## src/rtl/remove_duplicates_sorted_if.sv

```systemverilog
// remove_duplicates_sorted_if
//   Handshake bundle for the in-place sorted-array deduplicator.
//   master : load/compute/read controller (drives wr_en, datain, compute_start,
//            rd_en, clear; observes the result side)
//   slave  : the deduplicator itself
//   Ports carried:
//     wr_en, datain        element load into the next buffer slot
//     compute_start        single-cycle pulse starting deduplication
//     rd_en, clear         result readout / return to load phase
//     dataout, rd_valid    registered result element and its strobe
//     uniq_count           number of result elements
//     full, done           buffer full / result ready
interface remove_duplicates_sorted_if #(
  parameter int DATA_WIDTH = 8,
  parameter int CNT_WIDTH  = 4
);
  logic                  wr_en;
  logic [DATA_WIDTH-1:0] datain;
  logic                  compute_start;
  logic                  rd_en;
  logic                  clear;
  logic [DATA_WIDTH-1:0] dataout;
  logic                  rd_valid;
  logic [CNT_WIDTH-1:0]  uniq_count;
  logic                  full;
  logic                  done;

  modport master (
    output wr_en, datain, compute_start, rd_en, clear,
    input  dataout, rd_valid, uniq_count, full, done
  );

  modport slave (
    input  wr_en, datain, compute_start, rd_en, clear,
    output dataout, rd_valid, uniq_count, full, done
  );
endinterface

```

## src/rtl/remove_duplicates_sorted.sv

```systemverilog
// remove_duplicates_sorted
//   Loads up to DEPTH = 2*NUM_DATA sorted elements, removes duplicates in place
//   with a slow/fast two-pointer scan (one element per cycle), then lets the
//   result be read back one element per rd_en.
//   DATA_WIDTH / NUM_DATA default to the values of config_leetcode.vh
//   (8 and 4); DEPTH matches the merged-array length of the upstream merge.
//   Optional build macro DEDUP_ALLOW_TWICE_EN: keep each value at most twice
//   instead of once. Port list is the same in both builds.
//   Ports:
//     clk   rising-edge clock
//     rst   synchronous active-high reset
//     bus   remove_duplicates_sorted_if.slave (see interface header)
//
//   state     | meaning
//   S_IDLE    | loading elements, waiting for compute_start
//   S_COMPUTE | two-pointer scan, fast walks 1..wr_count-1
//   S_DONE    | result valid (done=1), readout via rd_en, exit via clear
module remove_duplicates_sorted #(
  parameter int DATA_WIDTH = 8,
  parameter int NUM_DATA   = 4
) (
  input  logic                      clk,
  input  logic                      rst,
  remove_duplicates_sorted_if.slave bus
);
  localparam int DEPTH = 2 * NUM_DATA;
  localparam int AW    = $clog2(DEPTH);
  localparam int CW    = AW + 1;

  typedef enum logic [1:0] {S_IDLE, S_COMPUTE, S_DONE} state_t;

  state_t                state;
  logic [DATA_WIDTH-1:0] buff [DEPTH];
  logic [CW-1:0]         wr_count;
  logic [CW-1:0]         rd_count;
  logic [CW-1:0]         slow;
  logic [CW-1:0]         fast;
  logic [DATA_WIDTH-1:0] dataout_q;
  logic                  rd_valid_q;
  logic [CW-1:0]         uniq_q;
  logic                  done_q;
  logic                  full_q;

  logic          keep;
  logic          last;
  logic [CW-1:0] slow_next;
  logic [CW-1:0] slow_m1;
  logic [CW-1:0] slow_m2;

  always_comb begin
    keep      = 1'b0;
    slow_m1   = slow - CW'(1);
    slow_m2   = slow - CW'(2);
`ifdef DEDUP_ALLOW_TWICE_EN
    // slow_m2 wraps when slow<2 but is then masked by the first term
    keep      = (slow < CW'(2)) || (buff[fast[AW-1:0]] != buff[slow_m2[AW-1:0]]);
`else
    keep      = (buff[fast[AW-1:0]] != buff[slow_m1[AW-1:0]]);
`endif
    slow_next = keep ? slow + CW'(1) : slow;
    last      = (fast == wr_count - CW'(1));
  end

  always_ff @(posedge clk) begin
    if (rst) begin
      state      <= S_IDLE;
      wr_count   <= '0;
      rd_count   <= '0;
      slow       <= '0;
      fast       <= '0;
      dataout_q  <= '0;
      rd_valid_q <= 1'b0;
      uniq_q     <= '0;
      done_q     <= 1'b0;
      full_q     <= 1'b0;
    end else begin
      rd_valid_q <= 1'b0;
      case (state)
        S_IDLE: begin
          // compute_start takes precedence; a coincident write is dropped
          if (bus.compute_start) begin
            if (wr_count < CW'(2)) begin
              state  <= S_DONE;
              uniq_q <= wr_count;
              done_q <= 1'b1;
            end else begin
              state <= S_COMPUTE;
              slow  <= CW'(1);
              fast  <= CW'(1);
            end
          end else if (bus.wr_en && (wr_count < CW'(DEPTH))) begin
            buff[wr_count[AW-1:0]] <= bus.datain;
            wr_count               <= wr_count + CW'(1);
            full_q                 <= (wr_count == CW'(DEPTH - 1));
          end
        end
        S_COMPUTE: begin
          if (keep) buff[slow[AW-1:0]] <= buff[fast[AW-1:0]];
          slow <= slow_next;
          fast <= fast + CW'(1);
          if (last) begin
            state  <= S_DONE;
            uniq_q <= slow_next;
            done_q <= 1'b1;
          end
        end
        S_DONE: begin
          if (bus.clear) begin
            state    <= S_IDLE;
            wr_count <= '0;
            rd_count <= '0;
            uniq_q   <= '0;
            done_q   <= 1'b0;
            full_q   <= 1'b0;
          end else if (bus.rd_en && (rd_count < uniq_q)) begin
            dataout_q  <= buff[rd_count[AW-1:0]];
            rd_count   <= rd_count + CW'(1);
            rd_valid_q <= 1'b1;
          end
        end
        default: state <= S_IDLE;
      endcase
    end
  end

  assign bus.dataout    = dataout_q;
  assign bus.rd_valid   = rd_valid_q;
  assign bus.uniq_count = uniq_q;
  assign bus.done       = done_q;
  assign bus.full       = full_q;
endmodule

```

## src/flat_wrapper.sv

```systemverilog
// flat-port wrapper written by rule: the top's interface ports become plain ports
module remove_duplicates_sorted_flat 
#(
  parameter int DATA_WIDTH = 8,
  parameter int NUM_DATA   = 4
)
  (clk, rst, bus_wr_en, bus_datain, bus_compute_start, bus_rd_en, bus_clear, bus_dataout, bus_rd_valid, bus_uniq_count, bus_full, bus_done);
  remove_duplicates_sorted_if #(.DATA_WIDTH(DATA_WIDTH), .CNT_WIDTH((4))) bus_i ();
  input  logic clk;
  input  logic rst;
  input wire logic [$bits(bus_i.wr_en)-1:0] bus_wr_en;
  input wire logic [$bits(bus_i.datain)-1:0] bus_datain;
  input wire logic [$bits(bus_i.compute_start)-1:0] bus_compute_start;
  input wire logic [$bits(bus_i.rd_en)-1:0] bus_rd_en;
  input wire logic [$bits(bus_i.clear)-1:0] bus_clear;
  output wire logic [$bits(bus_i.dataout)-1:0] bus_dataout;
  output wire logic [$bits(bus_i.rd_valid)-1:0] bus_rd_valid;
  output wire logic [$bits(bus_i.uniq_count)-1:0] bus_uniq_count;
  output wire logic [$bits(bus_i.full)-1:0] bus_full;
  output wire logic [$bits(bus_i.done)-1:0] bus_done;
  assign bus_i.wr_en = bus_wr_en;
  assign bus_i.datain = bus_datain;
  assign bus_i.compute_start = bus_compute_start;
  assign bus_i.rd_en = bus_rd_en;
  assign bus_i.clear = bus_clear;
  assign bus_dataout = bus_i.dataout;
  assign bus_rd_valid = bus_i.rd_valid;
  assign bus_uniq_count = bus_i.uniq_count;
  assign bus_full = bus_i.full;
  assign bus_done = bus_i.done;
  remove_duplicates_sorted #(.DATA_WIDTH(DATA_WIDTH), .NUM_DATA(NUM_DATA)) u_core (.clk(clk), .rst(rst), .bus(bus_i));
endmodule
```

## config.mk

```make
export PLATFORM = sky130hd
export DESIGN_NAME = remove_duplicates_sorted_flat
export DESIGN_NICKNAME = d
export VERILOG_FILES = /design/src/rtl/remove_duplicates_sorted_if.sv /design/src/rtl/remove_duplicates_sorted.sv /design/src/flat_wrapper.sv
export SDC_FILE = /design/constraint.sdc
export NUM_CORES = 1
export LEC_CHECK = 0
export CORE_UTILIZATION = 60
export DETAILED_ROUTE_END_ITERATION = 16
export MAX_ROUTING_LAYER = met4
export PLACE_DENSITY = 0.91
export SLEW_MARGIN = 15
export SYNTH_ARGS = -nofsm -noshare
export SYNTH_HDL_FRONTEND = slang
export SYNTH_SLANG_ARGS = --single-unit
```

## constraint.sdc

```tcl
create_clock -name clk -period 4.1 [get_ports clk]
set_input_delay 0.615 -clock clk [delete_from_list [all_inputs] [get_ports clk]]
set_output_delay 0.615 -clock clk [all_outputs]
set_load 0.02 [all_outputs]
```

==> impl_summary.txt <==
----------------------------------------------------
[Power]
  Proportion of total power due to net switching ... 0.2790
  Maximum vdd ir drop ... 0.2758 mV
  Logic gate share of total power ... 0.158
  Part of the total power dissipated in sequential elements ... 0.550
  Power spent charging and discharging nets ... 0.0005695 W
  Part of the total power dissipated in the clock network ... 0.292
  Internal portion of total power ... 0.001472 W
  Power per cell area ... 327.5 nW/um^2
  Leakage power of the design ... 1.917 nW

[Yosys]
  Fraction of the yosys area taken by sequential cells ... 0.4729
  Main combinational cell family by area after synthesis ... multiplexers
  Compound-Gate Fraction of Synth Area ... 0.07859
  Net Count, Synth ... 461
  Multiplexer share of the synthesized area ... 0.2620
  Post-synth top flop ... edfxtp_1
  FF+latch count, synth ... 100
  Area of the mapped netlist ... 5588 sq um
  Share of synthesized flip-flops with an asynchronous set or reset ... 0
  Xor and xnor area share after synthesis ... 0.02665
  Yosys cell types ... 49
  Yosys warns ... 0
  Cell count after synthesis ... 434
  Simple-gate portion of the synthesized area ... 0.09695
  Adder-cell share of the synthesized area ... 0.02911
  Post-Synthesis Mean Instance Area ... 12.88 sq um
  Number of flops mapped to enable cells by yosys ... 64

[Clock tree]
  Deepest level of the CTS H-tree ... 3
  Total of cells resized after clock tree synthesis ... 0
  Insertion delay to the later sink of the worst-skew pair ... 0.39 ns
  CTS tree ... done
  Count of buffers added by post-CTS timing repair for setup ... 0
  Number of buffers on the longest clock path ... 2
  Cts-stage hold buffer count ... 0
  Cell at the root of the clock tree ... clkbuf_8
  Clock-pin slew on the worst setup and hold paths ... 0.10 ns
  Clk sinks ... 100
  Number of buffers created by CTS ... 9

[Die]
  Core Box Area ... 8848 sq um
  Initial Util ... 0.6315
  Y dimension of the die ... 98.51 um
  Floorplan die area ... 9703 sq um
  Row Count ... 34
  Ports placed on the boundary ... 29
  Die extent in x ... 98.51 um

[Worst setup path]
  Type of the worst setup path ... flip-flop to flip-flop
  Arr. time, crit path ... 3.99 ns
  Critical Path RT ... 4.11 ns
  Setup crit start kind ... flip-flop
  Max FO, Critical Path ... 20
  Worst Setup End Kind ... flip-flop

[Route]
  Final antenna-violating net count ... 0
  Detailed-route DRC error count ... 2
  Detailed-route wire length ... 12580 um
  Mean number of vias per cell ... 6.826
  Routed vias ... 3932
  Initial detailed-routing violation count ... 279
  Avg WL per Cell ... 21.84 um
  Drt pass-1 iters ... 13

[Timing]
  Max-slew violation total from the final report ... 0
  Clock skew after layout ... 0.009594 ns
  Setup repair after global routing missed its margin ... yes
  F_max ... 251.3 MHz
  Final worst hold slack ... 0.5042 ns
  Worst Max-Slew Pin Slew ... 0.9674 ns
  Worst slew slack as a fraction of its limit ... 0.3527
  Worst-case setup margin in the final layout ... 0.1203 ns
  Period utilisation layout ... 0.9707
  Setup Viol. Count Final ... 0
  Final Hold Fails ... 0
  Min cycle time layout ... 3.980 ns
  Post-route setup TNS ... 0 ns

[Cells and area]
  Flip-flop and latch area ... 2643 sq um
  Most frequent standard cell in the layout excluding fill and tap cells ... edfxtp_1
  Final-stage net count ... 490
  Area occupied by multi-input gates ... 2775 sq um
  Fillcell total ... 575
  Layout Area Growth over Synthesis ... 11.53%
  Number of antenna repair diodes ... 0
  Share of final-layout standard cells stronger than drive strength 1 ... 0.1944
  Most frequent cells in the layout ... edfxtp_1, mux2i_1, nor2_1

[Min path]
  Hold Path Class ... flip-flop to flip-flop

[GRT]
  Met3 demand-to-capacity share in global routing ... 0.04965
  Largest net degree at the start of global routing ... 30
  Total Routing Usage GR ... 0.2814
  First-pass GRT wire length ... 19690 um
  Met1 global-route usage ... 0.3553
  Global-route congestion overflow total ... 0
  Initial antenna violation count ... 0
  Number of global-route vias before repair ... 3786
  Global routing usage on met2 ... 0.4540
  Top Usage Layer GRT ... met2

[Place]
  Port Buf Inserts ... 28
  Pre-CTS WS ... 0.1916 ns
  HPWL Detailed ... 8700 um
  Final estimated routing congestion in global placement ... 0.8863

[Outcome]
  Status ... complete, but fails checks
  Failing checks ... design-rule violations

[Job]
  Max-cap violations ... 0

----------------------------------------------------
## final timing paths
check / start / to / slack (ns) / depth (start not counted)
worst max-delay path: u_core.slow[1]$_SDFFE_PP0P_ / u_core.buff[2][6]$_DFFE_PP_ / 0.12 / 10
worst max register to register: u_core.slow[1]$_SDFFE_PP0P_ / u_core.buff[2][6]$_DFFE_PP_ / 0.12 / 10
worst min register to register: u_core.bus.full$_SDFFE_PP0P_ / u_core.bus.full$_SDFFE_PP0P_ / 0.50 / 2
worst min-delay path: u_core.bus.full$_SDFFE_PP0P_ / u_core.bus.full$_SDFFE_PP0P_ / 0.50 / 2
## state kept, by name, indices dropped and copies added, names as in the netlist, 2 cells and up, named ones only
register               cells
u_core.buff               64
u_core.bus.dataout         8
u_core.bus.uniq_count      4
u_core.fast                4
u_core.rd_count            4
u_core.slow                4
u_core.wr_count            4
u_core.state               2
## metrics by stage
step	cells	util	power, W	area, sq um
2_1_floorplan	434	-	0.001357	5588
3_3_place_gp	560	0.6826	0.001452	6040
3_5_place_dp	560	0.6826	0.001465	6040
4_1_cts	576	0.7035	0.002043	6225
5_1_grt	576	0.7043	0.002106	6232
6_report	576	0.7043	0.002041	6232
## worst max-delay path, stage by stage (launching register included)
cell and delay [ns]:
dfxtp_1 0.41, inv_1 0.12, ha_1 0.40, buf_12 0.22, mux2i_1 0.10, mux4_2 0.48, xor2_1 0.32, nor4_4 0.10
a21oi_2 0.40, mux2i_1 0.25, nor2_1 0.79
## cells in the mapped netlist, types with 9 or more instances
library cell / count / share of area
inv_1: 10 / 0.0067
nor3_1: 9 / 0.0081
mux2i_1: 54 / 0.097
clkbuf_1: 14 / 0.0094
ha_1: 13 / 0.029
nand2b_1: 11 / 0.012
edfxtp_1: 64 / 0.34
xor2_1: 9 / 0.014
a211oi_1: 15 / 0.020
nor2_1: 49 / 0.033
dfxtp_1: 36 / 0.13
mux4_2: 40 / 0.16
a21oi_1: 22 / 0.020
## metal layers
metal,vias up,wire length [um]
met3,31,1105
met1,1952,4983
met2,223,6216
met4,0,275
met5,-,0
li1,1726,-
## logic make-up (layout without fill, tap and decap cells)
| group | Yosys count | count (layout) |
|---|---|---|
| muxes | 96 | 96 |
| adders and majority gates | 13 | 13 |
| xor gates and xnor gates | 17 | 17 |
| DFF | 100 | 100 |
| buffers and inverters | 39 | 73 |
| and+or+nand+nor | 105 | 105 |
| AOI/OAI and AO/OA | 64 | 64 |
## cell type report
type	instances	area share
clock inverter	7	0.009837
sequential	100	0.4240
tap	108	0.02168
inverter	11	0.006625
clock buffer	9	0.01988
multi-input combinational	295	0.4453
timing repair buffer	46	0.07268
## power groups by stage
stage / combinational (W) / sequential (W) / clock [W]
3_3_place_gp: 0.000310 / 0.00114 / 0
4_1_cts: 0.000322 / 0.00112 / 0.000600
5_1_grt: 0.000352 / 0.00113 / 0.000628
2_1_floorplan: 0.000204 / 0.00115 / 0
6_report: 0.000323 / 0.00112 / 0.000596
3_5_place_dp: 0.000320 / 0.00114 / 0
Power figures use the tool's default switching activity.
